[config.mk]
export PLATFORM = sky130hd
export DESIGN_NAME = snake_motion_engine
export DESIGN_NICKNAME = d
export VERILOG_FILES = /design/src/rtl/snake_motion_engine.sv
export SDC_FILE = /design/constraint.sdc
export NUM_CORES = 2
export LEC_CHECK = 0
export BUFFER_PORTS_ARGS = -buffer_cell sky130_fd_sc_hd__buf_4
export CAP_MARGIN = 20
export CORE_AREA = 2 2 558 560
export CTS_CLUSTER_SIZE = 24
export DETAILED_ROUTE_END_ITERATION = 8
export DIE_AREA = 0 0 560 562
export PLACE_DENSITY = 0.43
export SYNTH_ARGS = -nofsm -noshare
export SYNTH_HDL_FRONTEND = slang
export SYNTH_SLANG_ARGS = --single-unit
[constraint.sdc]
create_clock -name clk -period 97.8 [get_ports clk]
set_clock_uncertainty 0.05 [all_clocks]
set_input_delay 4.89 -clock clk [delete_from_list [all_inputs] [get_ports clk]]
set_output_delay 4.89 -clock clk [all_outputs]
set_load 0.005 [all_outputs]
[src/rtl/snake_motion_engine.sv]
// -----------------------------------------------------------------------------
// snake_motion_engine
//
// Holds the snake's body coordinates and advances the snake by one grid step
// for each accepted move tick. A move runs as a short sequence:
//   CALC   - compute the candidate head and check it against the walls
//   SCAN   - compare the candidate head against one body entry per cycle
//   COMMIT - shift the body, place the new head, apply a pending grow/shrink
// A wall or body collision ends the game (DEAD) until the next start pulse.
//
// Configuration macro:
//   SNAKE_WRAP_EN - when defined, the walls are not fatal: a step off one edge
//                   re-enters at the opposite edge. Self-collision still kills.
//
// Ports:
//   clk          in   system clock
//   reset        in   asynchronous, active-high reset
//   start        in   pulse; reload the initial snake and run (IDLE/DEAD only)
//   move_tick    in   pulse; request one move (honoured in RUN only)
//   dir_in       in   2'b00 right, 2'b01 left, 2'b10 up, 2'b11 down
//   dir_valid    in   latch dir_in (direct reversals are discarded)
//   grow_req     in   pulse; length +1 at the next commit
//   shrink_req   in   pulse; length -1 at the next commit
//   head_x/y     out  body entry 0
//   body_x_flat  out  entry k at [COORD_W*k +: COORD_W]
//   body_y_flat  out  entry k at [COORD_W*k +: COORD_W]
//   length       out  current snake length
//   busy         out  high while a move is being processed
//   moved        out  one-cycle pulse when a new head becomes visible
//   hit          out  one-cycle pulse on entering DEAD
//   alive        out  high in RUN and while a move is in progress
// -----------------------------------------------------------------------------
module snake_motion_engine #(
    parameter int COORD_W  = 11,
    parameter int MAX_LEN  = 63,
    parameter int LEN_W    = 6,
    parameter int AREA_W   = 136,
    parameter int AREA_H   = 76,
    parameter int STEP     = 10,
    parameter int INIT_X   = 60,
    parameter int INIT_Y   = 30,
    parameter int INIT_LEN = 3
) (
    input  logic                           clk,
    input  logic                           reset,
    input  logic                           start,
    input  logic                           move_tick,
    input  logic [1:0]                     dir_in,
    input  logic                           dir_valid,
    input  logic                           grow_req,
    input  logic                           shrink_req,
    output logic [COORD_W-1:0]             head_x,
    output logic [COORD_W-1:0]             head_y,
    output logic [COORD_W*(MAX_LEN+1)-1:0] body_x_flat,
    output logic [COORD_W*(MAX_LEN+1)-1:0] body_y_flat,
    output logic [LEN_W-1:0]               length,
    output logic                           busy,
    output logic                           moved,
    output logic                           hit,
    output logic                           alive
);

    localparam int NUM_ENT = MAX_LEN + 1;

    localparam logic [1:0] DIR_RIGHT = 2'b00;
    localparam logic [1:0] DIR_LEFT  = 2'b01;
    localparam logic [1:0] DIR_UP    = 2'b10;
    localparam logic [1:0] DIR_DOWN  = 2'b11;

    // One extra bit so that a step below zero shows up as the MSB.
    localparam logic [COORD_W:0] STEP_E   = (COORD_W+1)'(STEP);
    localparam logic [COORD_W:0] AREA_W_E = (COORD_W+1)'(AREA_W);
    localparam logic [COORD_W:0] AREA_H_E = (COORD_W+1)'(AREA_H);

    localparam logic [LEN_W-1:0] LEN_MAX  = LEN_W'(MAX_LEN);
    localparam logic [LEN_W-1:0] LEN_MIN  = LEN_W'(2);
    localparam logic [LEN_W-1:0] LEN_ONE  = LEN_W'(1);
    localparam logic [LEN_W-1:0] LEN_INIT = LEN_W'(INIT_LEN);

`ifdef SNAKE_WRAP_EN
    // Last grid-aligned position that still fits inside the area.
    localparam logic [COORD_W-1:0] WRAP_X = COORD_W'(((AREA_W - STEP) / STEP) * STEP);
    localparam logic [COORD_W-1:0] WRAP_Y = COORD_W'(((AREA_H - STEP) / STEP) * STEP);
`endif

    typedef enum logic [2:0] {IDLE, RUN, CALC, SCAN, COMMIT, DEAD} state_t;

    state_t state_q, state_d;

    logic [COORD_W-1:0] pos_x [NUM_ENT];
    logic [COORD_W-1:0] pos_y [NUM_ENT];

    logic [1:0]         dir_req;    // direction the next CALC will use
    logic [1:0]         dir_last;   // direction of the last committed move
    logic [1:0]         dir_calc;   // direction used by the move in flight
    logic               grow_pend;
    logic               shrink_pend;
    logic [COORD_W-1:0] nx_q;
    logic [COORD_W-1:0] ny_q;
    logic [LEN_W-1:0]   scan_idx;
    logic [LEN_W-1:0]   scan_last;

    logic               load_init;
    logic               dir_reverse;
    logic               scan_match;
    logic               calc_wall;
    logic [COORD_W-1:0] calc_nx;
    logic [COORD_W-1:0] calc_ny;
    logic [COORD_W:0]   ext_x;
    logic [COORD_W:0]   ext_y;
    logic               under_x;
    logic               under_y;
    logic               over_x;
    logic               over_y;

    function automatic logic [COORD_W-1:0] init_x(input int k);
        return (k < INIT_LEN) ? COORD_W'(INIT_X - k * STEP) : '0;
    endfunction

    function automatic logic [COORD_W-1:0] init_y(input int k);
        return (k < INIT_LEN) ? COORD_W'(INIT_Y) : '0;
    endfunction

    assign load_init = start && ((state_q == IDLE) || (state_q == DEAD));

    // Right/left share bit 1 = 0 and up/down share bit 1 = 1, so a reversal
    // is "same axis, opposite sense".
    assign dir_reverse = (dir_in[1] == dir_last[1]) && (dir_in[0] != dir_last[0]);

    // The tail slot is vacated by this move unless the snake is growing,
    // so it only needs checking in the grow-only case.
    assign scan_last  = (grow_pend && !shrink_pend) ? (length - LEN_ONE) : (length - LEN_MIN);
    assign scan_match = (pos_x[scan_idx] == nx_q) && (pos_y[scan_idx] == ny_q);

    // ---------------------------------------------------------------- next head
    always_comb begin
        // NOTE: every combinational output gets a value before any branch, so
        // no path can leave one unassigned and infer a latch.
        ext_x = {1'b0, pos_x[0]};
        ext_y = {1'b0, pos_y[0]};
        case (dir_req)
            DIR_RIGHT: ext_x = ext_x + STEP_E;
            DIR_LEFT:  ext_x = ext_x - STEP_E;
            DIR_UP:    ext_y = ext_y - STEP_E;
            default:   ext_y = ext_y + STEP_E;
        endcase
        under_x = ext_x[COORD_W];
        under_y = ext_y[COORD_W];
        over_x  = (ext_x + STEP_E) > AREA_W_E;
        over_y  = (ext_y + STEP_E) > AREA_H_E;
`ifdef SNAKE_WRAP_EN
        calc_wall = 1'b0;
        if (under_x)     calc_nx = WRAP_X;
        else if (over_x) calc_nx = '0;
        else             calc_nx = ext_x[COORD_W-1:0];
        if (under_y)     calc_ny = WRAP_Y;
        else if (over_y) calc_ny = '0;
        else             calc_ny = ext_y[COORD_W-1:0];
`else
        calc_wall = under_x | under_y | over_x | over_y;
        calc_nx   = ext_x[COORD_W-1:0];
        calc_ny   = ext_y[COORD_W-1:0];
`endif
    end

    // ---------------------------------------------------------------- FSM
    always_ff @(posedge clk or posedge reset) begin
        // NOTE: clocked state uses non-blocking assignments so every register
        // samples pre-edge values regardless of statement order.
        if (reset) state_q <= IDLE;
        else       state_q <= state_d;
    end

    always_comb begin
        state_d = state_q;
        case (state_q)
            IDLE:    if (start) state_d = RUN;
            RUN:     if (move_tick) state_d = CALC;
            CALC:    state_d = calc_wall ? DEAD : SCAN;
            SCAN: begin
                if (scan_match)                  state_d = DEAD;
                else if (scan_idx == scan_last)  state_d = COMMIT;
            end
            COMMIT:  state_d = RUN;
            DEAD:    if (start) state_d = RUN;
            default: state_d = IDLE;
        endcase
    end

    // Status outputs are registered from the next state so they line up
    // with the state they describe.
    always_ff @(posedge clk or posedge reset) begin
        if (reset) begin
            busy  <= 1'b0;
            alive <= 1'b0;
            moved <= 1'b0;
            hit   <= 1'b0;
        end else begin
            busy  <= (state_d == CALC) || (state_d == SCAN) || (state_d == COMMIT);
            alive <= (state_d == RUN) || (state_d == CALC) ||
                     (state_d == SCAN) || (state_d == COMMIT);
            moved <= (state_q == COMMIT);
            hit   <= (state_d == DEAD) && (state_q != DEAD);
        end
    end

    // ---------------------------------------------------------------- datapath
    always_ff @(posedge clk or posedge reset) begin
        if (reset) begin
            // NOTE: the body array is deliberately reset: the display reads
            // every entry straight from these flops, and the reset image is
            // the initial snake.
            for (int k = 0; k < NUM_ENT; k++) begin
                pos_x[k] <= init_x(k);
                pos_y[k] <= init_y(k);
            end
            length      <= LEN_INIT;
            dir_req     <= DIR_RIGHT;
            dir_last    <= DIR_RIGHT;
            dir_calc    <= DIR_RIGHT;
            grow_pend   <= 1'b0;
            shrink_pend <= 1'b0;
            nx_q        <= '0;
            ny_q        <= '0;
            scan_idx    <= '0;
        end else if (load_init) begin
            for (int k = 0; k < NUM_ENT; k++) begin
                pos_x[k] <= init_x(k);
                pos_y[k] <= init_y(k);
            end
            length      <= LEN_INIT;
            dir_req     <= DIR_RIGHT;
            dir_last    <= DIR_RIGHT;
            dir_calc    <= DIR_RIGHT;
            grow_pend   <= 1'b0;
            shrink_pend <= 1'b0;
        end else begin
            if ((state_q != IDLE) && dir_valid && !dir_reverse)
                dir_req <= dir_in;

            // COMMIT consumes the pending flags, but a request arriving in
            // that same cycle is kept for the following move.
            grow_pend   <= (grow_pend && (state_q != COMMIT)) ||
                           (grow_req && (state_q != IDLE));
            shrink_pend <= (shrink_pend && (state_q != COMMIT)) ||
                           (shrink_req && (state_q != IDLE));

            case (state_q)
                CALC: begin
                    nx_q     <= calc_nx;
                    ny_q     <= calc_ny;
                    dir_calc <= dir_req;
                    scan_idx <= '0;
                end
                SCAN: scan_idx <= scan_idx + LEN_ONE;
                COMMIT: begin
                    for (int k = 1; k < MAX_LEN; k++) begin
                        pos_x[k] <= pos_x[k-1];
                        pos_y[k] <= pos_y[k-1];
                    end
                    pos_x[0] <= nx_q;
                    pos_y[0] <= ny_q;
                    if (grow_pend && !shrink_pend) begin
                        if (length < LEN_MAX) length <= length + LEN_ONE;
                    end else if (shrink_pend && !grow_pend) begin
                        if (length > LEN_MIN) length <= length - LEN_ONE;
                    end
                    dir_last <= dir_calc;
                end
                default: ;
            endcase
        end
    end

    // ---------------------------------------------------------------- outputs
    assign head_x = pos_x[0];
    assign head_y = pos_y[0];

    for (genvar k = 0; k < NUM_ENT; k++) begin : g_flat
        assign body_x_flat[COORD_W*k +: COORD_W] = pos_x[k];
        assign body_y_flat[COORD_W*k +: COORD_W] = pos_y[k];
    end

endmodule
* After elaboration in Yosys (flattened, before gate mapping)
Cells that the tools add are included.
** Storage, ports and cells
- Flip-flop bits (word level) :: 1435
** Cells by class
- $add $sub $neg :: 10
- $lt $le $gt $ge :: 5
- Eq/ne operators :: 20
- Multiplexer cells :: 34
- Bitwise operators :: 5
- Reductions and logical operators :: 37
** Operator list (number)
- 693-bit 2-to-1 mux :: 4
- 11-bit binary-select mux with 6-bit select :: 2
- 12-bit case mux with 2 select lines :: 2
- 11-bit 2-to-1 mux :: 4
- 6-bit 2-to-1 mux :: 7
- 11-bit by 4-bit adder with 12-bit output (second input constant) :: 2
- 12-bit by 4-bit adder with 12-bit output (second input constant) :: 2
- 11-bit by 4-bit subtractor with 12-bit output (second input constant) :: 2
- 11-bit == test :: 2
- 3-bit 2-to-1 mux :: 5
- 3-bit case mux with 5 select lines :: 1
- 6-bit by 1-bit adder with 6-bit output (second input constant) :: 2
- 3-bit by 2-bit == test with 1-bit output (second input constant) :: 4
- 3-bit == test (second input constant) :: 4
- 12-bit by 7-bit > comparator with 1-bit output (second input constant) :: 1
- 12-bit by 8-bit > comparator with 1-bit output (second input constant) :: 1
- 1-bit logical AND :: 12
- 2-bit 2-to-1 mux :: 6
- 6-bit case mux with 2 select lines :: 1
- 3-bit nonzero test :: 3
- 1-bit logical OR :: 8
- 2-bit nonzero test :: 4
- 7-bit greater-or-equal comparator (second input constant) :: 1
- 6-bit inverter with 7-bit output :: 1
- other kinds (21) :: 30

* Depth between registers and ports, before layout
- Word-level depth :: 12
- Depth in mapped cells :: 17
- Depth with buffers taken out :: 14

* Worst setup path after synthesis
Ideal clock, no wire load.
- Kind :: input-to-reg
- Start :: in start
- End :: reg pos_x (netlist bit body_x_flat[407])
- Library setup time :: 0.136 ns
- Arrival :: 6.155 ns
- Required time :: 97.614 ns
- Path slack :: 91.459 ns
- Cell stages on the path :: 6
- Path buffers :: 4
- Cells stage by stage :: and3b_1 clkbuf_1 clkbuf_1 clkbuf_1 buf_1 a21oi_1
** On the way
- Word-level cells in the longest chain between the ends :: 2
** Ends and longest elaborated chain
- start: declaration :: RTL line 46 : input logic start,
- 1-bit logical AND * :: RTL line 124 : assign load_init = start && ((state_q == IDLE) || (state_q == DEAD));
- 693-bit 2-to-1 mux or 2-bit nonzero test (tied branches)
- end signal: indexed assignment :: RTL line 214 : pos_x[k] <= init_x(k);
- end signal: indexed assignment :: RTL line 228 : pos_x[k] <= init_x(k);
- end signal: indexed assignment :: RTL line 258 : pos_x[k] <= pos_x[k-1];
- end: declaration :: RTL line 90 : logic [COORD_W-1:0] pos_x [NUM_ENT];
Mark *: on every way between the ends. The rest lies on a longest branch, timed or not.
A chain may end at the register's enable or synchronous reset.

==> results.sh <==
export IMPL_outcome="finished clean"
export IMPL_hp_start="body_y_flat[26]$_DFFE_PP1N_"
export IMPL_crit_path_end_kind="asynchronous set/reset pin"
export IMPL_route_detailed_drc=0
export IMPL_tritoncts="done"
export IMPL_irDropWorstVdd_mv=0.0184
export IMPL_synthArstFlopShare=1.00
export IMPL_hold_slack_ps=457
export IMPL_coreArea_mm2=0.308
export IMPL_clkSinkCount=1435
export IMPL_cp_max_fo=103
export IMPL_synth_area_mm2=0.0697
export IMPL_setup_tns_ps=0
export IMPL_syn_avg_cell_area_um2=9.21
export IMPL_synth_area_leaders="dfrtp_1, nand2_1, a21oi_1"
export IMPL_setup_viol=0
export IMPL_r2r_cells=17
export IMPL_cp_num_buf_inv=8
export IMPL_yosys_area_top_type_share=0.507
export IMPL_grt_pass1_vias=62000
export IMPL_antenna_left=0
export IMPL_synth_top_area_cell="dfrtp_1"
export IMPL_power_mw=2.10
export IMPL_power_density_mw_per_mm2=23.2
export IMPL_synth_edf_count=0
export IMPL_cts_root_buf="clkbuf_16"
export IMPL_crit_chain="buf_4, inv_8, buf_4, buf_4, buf_4, buf_4, buf_4, buf_4"
export IMPL_yosysWarnings=0
export IMPL_slowest_delay_ps=810
export IMPL_cts_resized_gates=0
export IMPL_drive_above_1_share=0.254
export IMPL_hold_end="body_y_flat[26]$_DFFE_PP1N_"
export IMPL_areaGrowthSynthToFinish_pct=29.5
export IMPL_totalWireLength_um=406000
export IMPL_clkTransAtPathRegs_ps=60
export IMPL_fin_nets=8699
export IMPL_grt_overflow=0
export IMPL_cts_hold_buf=0
export IMPL_h_tree_depth=4
export IMPL_hold_class="reg -> reg"
export IMPL_wl_met3_um=34200
export IMPL_hpwl_um=298000
export IMPL_top_layer="met5"
export IMPL_tightest_slew_ps=1240
export IMPL_die_area_mm2=0.315
export IMPL_dr_pass1_iters=5
export IMPL_yosysMostFrequentCell="nand2_1"
export IMPL_cts_made_buffers=182
export IMPL_slowest_stage="buf_4"
export IMPL_grt_start_max_net_pins=214
export IMPL_hold_violations=0
export IMPL_r2r_setup_slack_ps=90460
export IMPL_power_leakage_nw=39.6
export IMPL_track_usage=0.248
export IMPL_num_rows=204
export IMPL_path_delay_family="buffers and inverters"
export IMPL_antenna_found_initial=30
export IMPL_grt_pass1_wl_um=551000
export IMPL_ys_types=73
export IMPL_start_util=0.226
export IMPL_drv_cap=0
export IMPL_routed_via_density=4.96
export IMPL_synthTopCellsByCount="nand2_1, a21oi_1, dfrtp_1, clkbuf_1, mux4_2"
export IMPL_clk_path_buf_depth=4
export IMPL_final_max_slew_viol_count=0
export IMPL_critPathRequiredTime_ps=98600
export IMPL_startpoint_type="primary input"
export IMPL_post_cts_setup_buffer_count=0
export IMPL_io_buffers=1426
export IMPL_fmax_mhz=104
export IMPL_dieHeight_um=562
export IMPL_gp_congestion=0.867
export IMPL_wl_met2_um=193000
export IMPL_chipWidth_um=560
export IMPL_fin_crit_ps=9590
export IMPL_clk_latency_ps=880
export IMPL_synth_ff_type="dfrtp_1"
export IMPL_arrival_ps=10390
export IMPL_timing_final_crit_share=0.0981
export IMPL_seq_area_frac_synth=0.516
export IMPL_drt_iter0_drc=6628
export IMPL_avgRoutedWirePerCell_um=31.3
export IMPL_critical_path_class="in -> async"
export IMPL_drt_met1_wl_um=161000
export IMPL_r2r_end="alive$_DFF_PP0_"
export IMPL_synth_seq_cells=1435
export IMPL_slew_headroom=0.175
export IMPL_r2r_start="scan_idx[0]$_DFFE_PP0P_"
export IMPL_vias=64200
export IMPL_netlist_instances=7564
export IMPL_top_level_ports=1449
export IMPL_cpMostUsedCell="buf_4"
export IMPL_rsz0062_at_grt="no"
export IMPL_hold_depth=2
## flip-flops by register name (all words and copies together) (netlist names), 2 cells and up
signal,cells
body_x_flat,682
body_y_flat,682
dir_calc,2
dir_last,2
dir_req,2
head_x,11
head_y,11
length,6
nx_q,11
ny_q,11
scan_idx,6
state_q,3
## placed cells by master, fill, tap and decap left out, types with 13 or more instances in the layout
| cell type | synthesis | final |
|---|---|---|
| nand2_1 | 2923 | 2923 |
| buf_4 | 63 | 1567 |
| a21oi_1 | 1430 | 1430 |
| dfrtp_1 | 1412 | 1406 |
| mux4_2 | 296 | 296 |
| clkbuf_16 | 0 | 184 |
| mux2i_1 | 158 | 158 |
| o21ai_0 | 69 | 68 |
| a22oi_1 | 53 | 53 |
| nand3_1 | 51 | 51 |
| nor2_1 | 52 | 44 |
| clkbuf_8 | 0 | 44 |
| clkbuf_1 | 528 | 42 |
| xnor2_1 | 34 | 34 |
| clkinv_2 | 0 | 28 |
| xor2_1 | 27 | 27 |
| inv_1 | 27 | 25 |
| dfstp_2 | 23 | 23 |
| conb_1 | 1 | 22 |
| a221oi_1 | 21 | 21 |
| o221ai_1 | 21 | 21 |
| nor3_1 | 20 | 20 |
| o22ai_1 | 16 | 16 |
| a31oi_1 | 16 | 16 |
| o211ai_1 | 16 | 16 |
| nand2b_1 | 16 | 15 |
| ha_1 | 15 | 15 |
| nand4_1 | 13 | 13 |
## metrics by stage
step	util	cells	worst slack [ps]	cell area, µm²
finish	0.293	12900	88210	90300
global route	0.293	12900	87510	90200
CTS	0.292	12900	88090	90200
detailed placement	0.273	12600	87160	84100
global placement	0.273	12600	87270	84100
floorplan	-	7585	52430	69800
## how the worst max path moves through the flow
stage                     start                            to  slack (ps)  cells after the start
final                     reset  body_x_flat[306]$_DFFE_PP0N_       88210                      8
after global routing      reset  body_x_flat[306]$_DFFE_PP0N_       87510                      8
after CTS                 reset  body_x_flat[222]$_DFFE_PP0N_       88090                      8
after detailed placement  reset  body_x_flat[222]$_DFFE_PP0N_       87160                      8
after global placement    reset  body_x_flat[222]$_DFFE_PP0N_       87270                      8
after floorplan           reset               alive$_DFF_PP0_       52430                      1
## layer usage
metal / GRT usage / vias to the layer above
met5: 0 / -
met4: 0.0934 / 4
met3: 0.0742 / 457
met2: 0.407 / 2731
met1: 0.306 / 33200
li1: - / 27800
## final cells by class
class	instances	area, µm²
Tap cell	4120	5150
Multi-Input combinational cell	5441	30800
Timing Repair Buffer	1584	12100
Inverter	31	144
Antenna cell	9	22.5
Clock buffer	270	5370
Sequential cell	1435	36000
Fill cell	32500	218000
Clock inverter	57	667
## worst reg2reg max path: stages, from the launching register on
cell and delay (ps):
dfrtp_4 560, buf_4 440, buf_4 580, buf_4 730
buf_4 840, nor2b_2 350, buf_4 310, nand2_1 110
o21ai_1 260, mux4_2 570, mux2i_1 450, buf_4 290
xnor2_1 100, a2111o_1 420, nor4_2 350, nand4_1 250
a21o_1 270, mux2_4 300
## cell families after synthesis
| group | count (synthesis) | synth area share |
|---|---|---|
| simple gates | 3154 | 0.176 |
| compound gates | 1722 | 0.133 |
| flops | 1435 | 0.516 |
| buf+inv | 709 | 0.0447 |
| mux | 467 | 0.120 |
| xor+xnor | 61 | 0.00767 |
| fa+ha+maj | 15 | 0.00269 |
| other cells | 1 | 0.0000538 |
## report_power, final
| group | leakage [nW] | switching (mW) | internal (mW) | total, mW |
|---|---|---|---|---|
| Sequential | 19.9 | 0.0585 | 0.627 | 0.686 |
| Clock | 2.97 | 0.294 | 0.404 | 0.698 |
| Combinational | 16.7 | 0.520 | 0.192 | 0.713 |
(Power assumes the default switching activity.)
